$ cat config.mk
export PLATFORM = sky130hd
export DESIGN_NAME = pwm_count_compare
export DESIGN_NICKNAME = d
export VERILOG_FILES = /design/src/rtl/pwm_count_compare.sv
export SDC_FILE = /design/constraint.sdc
export NUM_CORES = 1
export LEC_CHECK = 0
export CAP_MARGIN = 40
export CORE_MARGIN = 3
export CORE_UTILIZATION = 44
export DETAILED_ROUTE_END_ITERATION = 7
export PLACE_DENSITY_LB_ADDON = 0.12
export REMOVE_ABC_BUFFERS = 1
export SKIP_CTS_REPAIR_TIMING = 1
export SLEW_MARGIN = 15
export SYNTH_ARGS = -nofsm -noshare
export SYNTH_HDL_FRONTEND = slang
export SYNTH_SLANG_ARGS = --single-unit
$ cat constraint.sdc
create_clock -name clk -period 2.58 [get_ports clk]
set_input_delay 0.516 -clock clk [delete_from_list [all_inputs] [get_ports clk]]
set_output_delay 0.516 -clock clk [all_outputs]
set_load 0.01 [all_outputs]
$ cat src/rtl/pwm_count_compare.sv
// PWM compare stage fed by an external free-running up-counter.
// Double-buffered duty, boundary-aligned start-up and clean drain.
module pwm_count_compare #(
  parameter int WIDTH    = 4,
  parameter int DUTY_RST = 0,
  parameter bit POLARITY = 1'b1
) (
  input  logic             clk,
  input  logic             rst,
  input  logic [WIDTH-1:0] cnt_in,
  input  logic             en,
  input  logic             duty_wr,
  input  logic [WIDTH:0]   duty_data,
  output logic             pwm_out,
  output logic             period_start,
  output logic [7:0]       period_cnt,
  output logic             duty_pend,
  output logic [1:0]       state
);

  typedef enum logic [1:0] {
    IDLE  = 2'd0,
    SYNC  = 2'd1,
    RUN   = 2'd2,
    DRAIN = 2'd3
  } state_t;

  localparam logic [WIDTH:0] FULL =
    {1'b1, {WIDTH{1'b0}}};
  localparam logic [WIDTH:0] DRST =
    DUTY_RST[WIDTH:0];
  localparam logic OFF_LVL = ~POLARITY;

  state_t         st_q;
  state_t         st_d;
  logic [WIDTH:0] act_q;
  logic [WIDTH:0] sh_q;
  logic [WIDTH:0] duty_eff;
  logic [WIDTH:0] wr_val;
  logic           pend_q;
  logic           bnd;
  logic           apply;
  logic           raw;
  logic           lvl;
  logic           pwm_d;
  logic           ps_d;
  logic           inc;

  assign bnd    = (cnt_in == '0);
  assign wr_val = (duty_data > FULL) ? FULL
                                     : duty_data;

  // Boundary apply only when the period will run;
  // the compare this cycle already sees the new duty.
  assign apply = bnd & en & pend_q &
                 ((st_q == SYNC) | (st_q == RUN));

  assign duty_eff = apply ? sh_q : act_q;
  assign raw      = ({1'b0, cnt_in} < duty_eff);
  assign lvl      = POLARITY ? raw : ~raw;

  always_comb begin
    st_d  = st_q;
    pwm_d = OFF_LVL;
    ps_d  = 1'b0;
    inc   = 1'b0;
    unique case (st_q)
      IDLE: begin
        if (en) st_d = SYNC;
      end
      SYNC: begin
        if (!en) begin
          st_d = IDLE;
        end else if (bnd) begin
          st_d  = RUN;
          pwm_d = lvl;
          ps_d  = 1'b1;
        end
      end
      RUN: begin
        pwm_d = lvl;
        if (bnd) begin
          inc = 1'b1;
          if (en) begin
            ps_d = 1'b1;
          end else begin
            st_d  = IDLE;
            pwm_d = OFF_LVL;
          end
        end else if (!en) begin
          st_d = DRAIN;
        end
      end
      DRAIN: begin
        pwm_d = lvl;
        if (bnd) begin
          inc = 1'b1;
          if (en) begin
            st_d = RUN;
            ps_d = 1'b1;
          end else begin
            st_d  = IDLE;
            pwm_d = OFF_LVL;
          end
        end else if (en) begin
          st_d = RUN;
        end
      end
      default: st_d = IDLE;
    endcase
  end

  always_ff @(posedge clk or posedge rst) begin
    if (rst) begin
      st_q         <= IDLE;
      pwm_out      <= OFF_LVL;
      period_start <= 1'b0;
      period_cnt   <= '0;
      pend_q       <= 1'b0;
      act_q        <= DRST;
      sh_q         <= DRST;
    end else begin
      st_q         <= st_d;
      pwm_out      <= pwm_d;
      period_start <= ps_d;
      if (inc) period_cnt <= period_cnt + 8'd1;
      if (apply) act_q <= sh_q;
      // A write racing an apply lands in shadow and stays pending.
      if (duty_wr) begin
        sh_q   <= wr_val;
        pend_q <= 1'b1;
      end else if (apply) begin
        pend_q <= 1'b0;
      end
    end
  end

  assign duty_pend = pend_q;
  assign state     = st_q;

endmodule

==> results.sh <==
export IMPL_status="complete, no violations"
export IMPL_slowest_stage="or4_4"
export IMPL_nets=176
export IMPL_vias_per_cell=5.24
export IMPL_antenna_cells=0
export IMPL_synthCells=108
export IMPL_worstPathMaxFanout=3
export IMPL_p_per_area_nw_per_um2=699
export IMPL_vias=949
export IMPL_place_port_buffers=25
export IMPL_pwr_share_comb=0.428
export IMPL_setup_viol=0
export IMPL_ys_warnings_count=0
export IMPL_antenna_found_initial=0
export IMPL_cp_endpoint="pwm_out$_DFF_PP0_"
export IMPL_htreeDepth=1
export IMPL_reg2reg_from="state[0]$_DFFE_PP0P_"
export IMPL_drv_cap=0
export IMPL_synth_top_cell_by_area="dfrtp_1"
export IMPL_fin_skew_ps=4.35
export IMPL_regArea_um2=576
export IMPL_vdd_ir_drop_max_mv=0.467
export IMPL_p_leak_nw=0.749
export IMPL_hold_viol=0
export IMPL_drtAntennaViolNets=0
export IMPL_slowest_delay_ps=560
export IMPL_drt_pass1_iterations=6
export IMPL_hpwl_um=1860
export IMPL_sw_frac_of_total=0.340
export IMPL_first_global_vias=904
export IMPL_clk_pin_slew_worst_paths_ps=130
export IMPL_finalSetupTns_ps=0
export IMPL_required_ps=2840
export IMPL_pre_cts_slack_ps=-603
export IMPL_clock_tree_root_cell="clkbuf_4"
export IMPL_wl_per_cell_um=13.9
export IMPL_rows=17
export IMPL_die_area_um2=3230
export IMPL_p_total_w=0.00112
export IMPL_grt_total_usage=0.158
export IMPL_route_detailed_drc=0
export IMPL_netlist_area_leader_share=0.505
export IMPL_worst_slew_margin_rel=0.798
export IMPL_final_period_utilization=0.984
export IMPL_numCtsBuffers=3
export IMPL_wirelength_um=2520
export IMPL_post_route_util=0.686
export IMPL_hp_class="reg2reg"
export IMPL_initial_core_util=0.487
export IMPL_reg2reg_to="pwm_out$_DFF_PP0_"
export IMPL_tightest_slew_ps=302
export IMPL_fp_dieH_um=56.9
export IMPL_critPathArrivalTime_ps=2800
export IMPL_yosysSeqAreaShare=0.505
export IMPL_drt_iter0_drc=11
export IMPL_cp_startpoint="cnt_in[0]"
export IMPL_synth_area_leaders="dfrtp_1 51%, ha_1 9.9%, xnor2_1 4.6%"
export IMPL_clkPwrFrac=0.150
export IMPL_synth_cell_type_count=27
export IMPL_syn_cell_area_um2=1140
export IMPL_drive_above_1_share=0.222
export IMPL_endpoint_kind="flop"
export IMPL_setup_ws_ps=41.0
export IMPL_cp_cell_sequence="clkbuf_2, or4_4, nor3_2, a21oi_2, ha_1, a211oi_2, or4b_1, a31oi_1, o21a_1"
export IMPL_overflow=0
export IMPL_fp_dieW_um=56.9
export IMPL_gp_congestion=0.889
export IMPL_regToRegSetupSlack_ps=90
export IMPL_criticalPathCategory="in2reg"
export IMPL_crit_path_start_kind="input pin"
export IMPL_clock_fmax_mhz=394
export IMPL_switching_power_w=0.000381
export IMPL_ff2ff_path_depth=10
export IMPL_p_int_w=0.000741
export IMPL_whs_ps=498
export IMPL_grt_max_degree=24
export IMPL_multi_input_area_um2=551
export IMPL_max_clock_path_buffers=2
export IMPL_clock_sinks=23
export IMPL_core_area_um2=2340
export IMPL_synth_area_per_cell_um2=10.5
export IMPL_io_pins=26
export IMPL_fillCellCount=199
export IMPL_finalCriticalPeriod_ps=2540
export IMPL_maxSlewViolCount=0
export IMPL_seqPwrFrac=0.422
export IMPL_tritoncts="done"
export IMPL_grt_pass1_wl_um=4020
export IMPL_insertion_delay_ps=310
export IMPL_syn2layout_area_growth_pct=41.0
export IMPL_synth_ff_latch_count=23
-- cells in the mapped netlist --
cell type / n
dfrtp_1: 23
inv_1: 10
nand2_1: 10
ha_1: 9
a21oi_1: 7
xnor2_1: 6
nand4_1: 5
nor2_1: 5
mux2_2: 4
nor3_1: 4
o21ai_0: 4
o22ai_1: 4
a211oi_1: 3
a21o_1: 1
a31oi_1: 1
and3_1: 1
buf_2: 1
clkbuf_1: 1
mux2i_1: 1
nand3_1: 1
nor3_2: 1
nor4_1: 1
o211ai_1: 1
o21a_1: 1
or4_4: 1
or4b_1: 1
xor2_1: 1
-- cell usage in the layout, fill, tap and decap left out --
cell and n:
mux2i_1 1, nand3_2 1, clkbuf_1 1, dlymetal6s2s_1 2, xnor2_1 6, clkbuf_2 2, nor4_4 1, and3_1 1
nand4_1 5, or4_4 1, nor3_2 2, inv_1 10, mux2_2 4, o21ai_0 4, clkbuf_4 3, a31oi_1 1
a21o_1 1, ha_1 9, nand2_1 10, clkdlybuf4s50_1 21, a21oi_1 6, o22ai_1 4, or4b_1 1, xor2_1 1
a21oi_2 1, a211oi_1 2, o21a_1 1, o211ai_1 1, buf_4 18, nor2_1 5, a211oi_2 1, dfrtp_1 23
nor3_1 3
-- worst max-delay path, delay by kind of cell --
kind	cells	cell delay, ps
AND/OR/NAND/NOR	3	1230
AO/OA/AOI/OAI	4	610
buffers and inverters	1	120
adder cells (fa/ha/maj)	1	320
-- registers in the layout (all words and copies together), names as in the netlist --
register / cells
state: 2
period_cnt: 8
duty_pend: 1
period_start: 1
act_q: 5
sh_q: 5
pwm_out: 1
-- power groups by stage --
| stage | Combinational (W) | Clock, W | Sequential, W |
|---|---|---|---|
| finish | 0.000481 | 0.000168 | 0.000474 |
| global route | 0.000528 | 0.000187 | 0.000485 |
| CTS | 0.000434 | 0.000170 | 0.000476 |
| detailed placement | 0.000428 | 0 | 0.000483 |
| global placement | 0.000414 | 0 | 0.000478 |
| floorplan | 0.000226 | 0 | 0.000489 |
-- logic make-up (layout without fill, tap and decap cells) --
| logic type | Yosys count | count (layout) | synth area share |
|---|---|---|---|
| mux | 5 | 5 | 0.0483 |
| buf+inv | 12 | 57 | 0.0407 |
| flops | 23 | 23 | 0.505 |
| fa+ha+maj | 9 | 9 | 0.0989 |
| xor+xnor | 7 | 7 | 0.0538 |
| simple gates | 30 | 30 | 0.137 |
| compound gates | 22 | 22 | 0.115 |
-- per-layer routing --
metal / up-vias / share of wire / GRT usage / routed length [µm]
met3: 4 / 0.040 / 0.0483 / 100
met5: - / 0 / 0 / 0
met4: 0 / 0.013 / 0.0397 / 33
met1: 455 / 0.41 / 0.184 / 1040
li1: 470 / - / - / -
met2: 20 / 0.54 / 0.281 / 1350
-- cell type report --
type / count / area share
Sequential cell: 23 / 0.359
Multi-Input combinational cell: 73 / 0.343
Timing Repair Buffer: 43 / 0.237
Tap cell: 28 / 0.0218
Clock buffer: 4 / 0.0164
Inverter: 10 / 0.0234
-- stage by stage --
stage	instance area, µm²	instances
5_1_grt	1610	181
3_3_place_gp	1530	174
2_1_floorplan	1130	106
4_1_cts	1550	178
3_5_place_dp	1530	174
6_report	1610	181
-- how the worst min path moves through the flow --
stage | slack, ps | start | depth (start not counted) | endpoint
2_1_floorplan | 450 | act_q[1]$_DFF_PP0_ | 2 | act_q[1]$_DFF_PP0_
3_3_place_gp | 460 | period_cnt[7]$_DFFE_PP0P_ | 1 | period_cnt[7]$_DFFE_PP0P_
3_5_place_dp | 480 | act_q[1]$_DFF_PP0_ | 2 | act_q[1]$_DFF_PP0_
4_1_cts | 510 | period_cnt[6]$_DFFE_PP0P_ | 1 | period_cnt[6]$_DFFE_PP0P_
5_1_grt | 510 | period_cnt[6]$_DFFE_PP0P_ | 1 | period_cnt[6]$_DFFE_PP0P_
6_report | 500 | act_q[1]$_DFF_PP0_ | 2 | act_q[1]$_DFF_PP0_
Power figures use the tool's default switching activity.
